`src/rtl/leve1_fetch_queue.sv`:
```
// Instruction prefetch queue: issues sequential AXI reads and buffers returned words with their PC.
// Optional macro LEVE1_IFQ_BYPASS_EN forwards a live R beat straight to IF_* when the queue is empty.
`ifndef XLEN
`define XLEN 32
`endif

module leve1_fetch_queue #(
  parameter int              XLEN         = `XLEN,
  parameter int              DEPTH        = 4,
  parameter logic [XLEN-1:0] RESET_VECTOR = '0
) (
  input  logic            CLK,
  input  logic            RSTn,
  input  logic            IPC_WE,
  input  logic [XLEN-1:0] INEXT_PC,
  output logic            ARVALID,
  input  logic            ARREADY,
  output logic [XLEN-1:0] ARADDR,
  input  logic            RVALID,
  output logic            RREADY,
  input  logic [31:0]     RDATA,
  output logic            IF_VALID,
  input  logic            IF_READY,
  output logic [XLEN-1:0] IF_PC,
  output logic [31:0]     IF_INSTR
);
  localparam int CW = $clog2(DEPTH + 1);
  localparam int PW = $clog2(DEPTH);
  localparam logic [CW:0] DEPTH_C = (CW+1)'(DEPTH);

  logic [CW-1:0] count, count_n, outstanding, out_n, discard, discard_n;
  logic [XLEN-1:0] fetch_pc, fetch_pc_n, araddr_n;
  logic arvalid_n, stale, stale_n;
  logic [PW-1:0] q_head, q_tail, t_head, t_tail;
  logic [DEPTH-1:0][XLEN-1:0] q_pc, t_pc;
  logic [DEPTH-1:0][31:0] q_instr;
  logic ar_hs, r_beat, live, q_valid, push, pop;
  logic [XLEN-1:0] pc_tag;

  assign ar_hs   = ARVALID & ARREADY;
  assign r_beat  = RVALID & RREADY;
  assign live    = r_beat & (discard == '0);
  assign pc_tag  = t_pc[t_head];
  assign q_valid = (count != '0);
  assign pop     = q_valid & IF_READY & ~IPC_WE;

`ifdef LEVE1_IFQ_BYPASS_EN
  logic byp;
  assign byp  = ~q_valid & live;
  assign push = live & ~IPC_WE & ~(byp & IF_READY);
`else
  assign push = live & ~IPC_WE;
`endif

  always_comb begin
    out_n   = outstanding + CW'(ar_hs) - CW'(r_beat);
    count_n = IPC_WE ? '0 : count + CW'(push) - CW'(pop);
    if (IPC_WE) begin
      // Everything in flight after this edge is stale, including a held AR.
      discard_n  = out_n;
      stale_n    = ARVALID & ~ARREADY;
      fetch_pc_n = INEXT_PC & ~(XLEN'(3));
    end else begin
      discard_n  = discard - CW'(r_beat & ~live) + CW'(ar_hs & stale);
      stale_n    = stale & ~ar_hs;
      fetch_pc_n = (ar_hs & ~stale) ? fetch_pc + XLEN'(4) : fetch_pc;
    end
    if (ARVALID & ~ARREADY) begin
      arvalid_n = 1'b1;
      araddr_n  = ARADDR;
    end else begin
      arvalid_n = ({1'b0, count_n} + {1'b0, out_n}) < DEPTH_C;
      araddr_n  = fetch_pc_n;
    end
  end

  always_ff @(posedge CLK or negedge RSTn) begin
    if (!RSTn) begin
      count       <= '0;
      outstanding <= '0;
      discard     <= '0;
      stale       <= 1'b0;
      fetch_pc    <= RESET_VECTOR;
      ARVALID     <= 1'b0;
      ARADDR      <= RESET_VECTOR;
      RREADY      <= 1'b0;
    end else begin
      count       <= count_n;
      outstanding <= out_n;
      discard     <= discard_n;
      stale       <= stale_n;
      fetch_pc    <= fetch_pc_n;
      ARVALID     <= arvalid_n;
      ARADDR      <= araddr_n;
      RREADY      <= 1'b1;
    end
  end

  // Tag FIFO holds the PC of every outstanding AR; each R beat, live or dropped, consumes one.
  always_ff @(posedge CLK or negedge RSTn) begin
    if (!RSTn) begin
      t_pc    <= '0;
      t_head  <= '0;
      t_tail  <= '0;
      q_pc    <= '0;
      q_instr <= '0;
      q_head  <= '0;
      q_tail  <= '0;
    end else begin
      if (ar_hs) begin
        t_pc[t_tail] <= ARADDR;
        t_tail       <= t_tail + PW'(1);
      end
      if (r_beat) t_head <= t_head + PW'(1);
      if (push) begin
        q_pc[q_tail]    <= pc_tag;
        q_instr[q_tail] <= RDATA;
      end
      if (IPC_WE) begin
        q_head <= '0;
        q_tail <= '0;
      end else begin
        q_head <= q_head + PW'(pop);
        q_tail <= q_tail + PW'(push);
      end
    end
  end

  always_comb begin
    IF_VALID = q_valid;
    IF_PC    = q_pc[q_head];
    IF_INSTR = q_instr[q_head];
`ifdef LEVE1_IFQ_BYPASS_EN
    if (byp) begin
      IF_VALID = ~IPC_WE;
      IF_PC    = pc_tag;
      IF_INSTR = RDATA;
    end
`endif
  end

`ifndef SYNTHESIS
  always_ff @(posedge CLK) begin
    if (RSTn) assert (({1'b0, count} + {1'b0, outstanding}) <= DEPTH_C);
  end
`endif

endmodule

```
`config.mk`:
```
export PLATFORM = sky130hd
export DESIGN_NAME = leve1_fetch_queue
export DESIGN_NICKNAME = d
export VERILOG_FILES = /design/src/rtl/leve1_fetch_queue.sv
export SDC_FILE = /design/constraint.sdc
export NUM_CORES = 1
export LEC_CHECK = 0
export CORE_MARGIN = 5
export CORE_UTILIZATION = 53
export DETAILED_ROUTE_END_ITERATION = 6
export PLACE_DENSITY = 0.82
export SYNTH_ARGS = -nofsm -noshare
export SYNTH_HDL_FRONTEND = slang
export SYNTH_SLANG_ARGS = --single-unit
```
`constraint.sdc`:
```
create_clock -name CLK -period 3 [get_ports CLK]
set_input_delay 0.45 -clock CLK [delete_from_list [all_inputs] [get_ports CLK]]
set_output_delay 0.45 -clock CLK [all_outputs]
set_load 0.005 [all_outputs]
```
==> results.yml <==
setup_path:
  crit_path_top_delay_cell: "fa_2"
  r2r_end: "ARVALID"
  crit_fanout: 2
  cp.required_ns: 3.48
  worstRegToRegCells: 11
  crit_path_end_kind: "flip-flop"
  crit_cells: 11
  max_stage_delay_ns: 0.52
  worst-setup-path-type: "reg -> reg"
  r2r-start: "discard[2]"
  path_cells: "or3_4 -> or3_4 -> ha_4 -> inv_1 -> ha_1 -> inv_1 -> fa_2 -> nor2_2 -> ha_1 -> and3_1 -> o41ai_2"
  critPathBufInv: 2
  arrival_ns: 3.55
  cp-endpoint: "ARVALID"
  startpoint: "discard[2]"
  startpoint_type: "flip-flop"
  critPathTopFamily: "adder cells"
  rrSetupSlack_ns: -0.07
detailed_routing:
  drt_iter0_drc: 531
  wl_um: 44700
  wire_per_inst_um: 21.5
  drc: 0
  vias: 12000
  vias_per_cell: 5.81
  first_pass_iters: 5
  final_antenna_net_count: 0
global_routing:
  grt_util_all_layers: 0.211
  grt_pass1_vias: 13400
  grt_pass1_wl_um: 73900
  grt-ovfl-total: 0
  grt_max_degree: 85
  antenna_found_initial: 0
logic_synthesis:
  ys_ff_latch: 468
  synth_edf_count: 0
  synth_top_flop_cell: "dfrtp_1"
  synth_area_um2: 20700
  syn_nets: 1416
  synth.avg_cell_area_um2: 15.6
  yosysTopAreaCellShare: 0.566
  async_flop_share: 1.00
  synth_seq_area_share: 0.566
  netlist_top_cells_area: "dfrtp_1 (57%), mux2_2 (21%), mux4_2 (10%)"
  ys_types: 44
  synth.largest_area_cell: "dfrtp_1"
  synth-warning-count: 0
  synth_cells: 1328
status:
  status: "complete, but fails checks"
  violations: "negative setup slack"
clock_network:
  clockRootBuffer: "clkbuf_16"
  clockBufferDepth: 3
  cts_buffers: 48
  worstSkewPairLatency_ns: 0.58
  clkSlewWorstSetupHoldPaths_ns: 0.06
  cts_tree: "done"
  cts-htree-levels: 2
  cts_sinks: 468
power:
  vdd_ir_drop_max_mv: 0.659
  power-per-cell-area_nw_per_um2: 860
  leakagePower_nw: 11.3
  totalPowerFinal_mw: 21.5
floorplanning:
  core_region_area_um2: 38600
  die-width_um: 208
  pin_count: 169
  die_h_um: 208
  die_area_um2: 43100
  fp-row-count: 72
  initial_core_util: 0.535
placement:
  portBuffers: 166
  gp_congestion: 0.859
  placed_cells: 1982
  dp.final_hpwl_um: 29000
layout:
  nets: 1605
  diodes: 0
  drive_gt1_frac: 0.402
  syn_to_final_growth_pct: 20.6
  fin_util: 0.646
  fin_cells: 2074
sta:
  setup_viol: 1
  final_max_slew_viol_count: 0
  report.final.hold_viol_count: 0
  fin_skew_ns: 0.0239
  fin_crit_ns: 3.07
  slew_headroom: 0.398
  max_slew.worst_pin.slew_ns: 0.896
  rsz0062_at_grt: "true"
  max_clock_freq_mhz: 326
  post-route-period-util: 1.02
  timing.final.ws_setup_ns: -0.0706
worst_hold_path:
  holdCritPathClass: "in -> async"
flow_run:
  cap_violations: 0
area by class of cell:
cell class / instances / area (um2)
multi-input cells: 765 / 8550
inverters: 14 / 52.6
flip-flops and latches: 468 / 11700
clock inverters: 19 / 282
clock buffers: 70 / 1410
fillers: 2725 / 13700
repair buffers: 220 / 2290
well taps: 518 / 648
worst min-delay path by stage:
stage | cells after the start | from | slack, ns | to
after floorplan | 0 | RSTn | 0.15 | ARADDR[0]
after global placement | 1 | q_pc[74] | 0.46 | q_pc[74]
after detailed placement | 1 | q_pc[74] | 0.47 | q_pc[74]
after CTS | 4 | IPC_WE | 0.42 | fetch_pc[22]
after global routing | 4 | IPC_WE | 0.46 | fetch_pc[22]
final | 2 | RSTn | 0.45 | q_instr[47]
registers in the layout, summed over array words and instances (netlist names):
register	count
t_head	2
t_pc	128
discard	3
outstanding	3
count	3
ARVALID	1
q_instr	128
t_tail	2
q_head	2
fetch_pc	32
q_tail	2
ARADDR	32
stale	1
RREADY	1
q_pc	128
repair_timing:
action | in CTS | in global routing
pin swaps | 2 | 1
resized for setup | 3 | 1
endpoints found under the setup margin | 31 | 1
buffers inserted | 2 | 0
hold buffers | 1 | 0
endpoints found under the hold margin | 73 | 0
power by group:
part / switching [mW] / internal (mW)
Sequential: 1.02 / 7.78
Clock: 2.47 / 3.86
Combinational: 2.56 / 3.79
Total: 6.04 / 15.4
placed cells by master (no fill, tap or decap), types with 22 or more instances in the layout:
master,n
dfrtp_1,465
mux2_2,379
clkdlybuf4s50_1,164
mux4_2,96
clkbuf_16,49
nand2_1,45
buf_4,35
xnor2_1,33
mux2_1,28
and3_1,24
nand3_1,22
metal layers:
metal,share of wire,up-vias,global-route usage
li1,-,5270,-
met1,0.44,6408,0.297
met2,0.49,305,0.341
met3,0.051,61,0.0391
met4,0.020,0,0.0586
met5,0,-,0
synth_stat cells, types with 6 or more instances:
library cell  instances
nand2_1              45
a21oi_1               6
inv_1                13
a221o_1              13
buf_4                 7
and3_1               24
mux2_1               28
buf_2                 9
ha_1                 15
or3_1                 6
mux4_2               96
clkbuf_1             31
dfrtp_1             468
nor2_1               21
buf_1                22
xnor2_1              33
nand4_1              15
nand3_1              22
nor2b_1               8
o21ai_0              14
buf_6                12
mux2_2              379
worst register-to-register path: cells and delay by family, from the launching register on:
family / cells / cell delay (ns)
buf+inv: 2 / 0.11
fa+ha+maj: 4 / 1.19
compound gates: 1 / 0.32
simple gates: 4 / 0.95
flops: 1 / 0.39
through the flow:
step	hold WS (ns)	worst slack [ns]	cell area, um2	setup TNS, ns
floorplan	0.154	0.00404	20700	0
global placement	0.462	-0.312	23200	-0.312
detailed placement	0.469	-0.381	23200	-0.381
CTS	0.424	-0.0633	24900	-0.0633
global route	0.463	-0.239	25000	-0.239
finish	0.447	-0.0706	25000	-0.0706
logic make-up (layout without fill, tap and decap cells):
| family | count (synthesis) | after routing | synth area share |
|---|---|---|---|
| adders and majority gates | 18 | 18 | 0.0120 |
| and+or+nand+nor | 162 | 162 | 0.0409 |
| DFF | 468 | 468 | 0.566 |
| muxes | 508 | 508 | 0.328 |
| buffers and inverters | 95 | 323 | 0.0234 |
| AOI/OAI and AO/OA | 39 | 39 | 0.0135 |
| xor gates and xnor gates | 37 | 37 | 0.0157 |
| other | 1 | 1 | 0.000181 |
No activity file was read; power rests on OpenSTA's default activity.
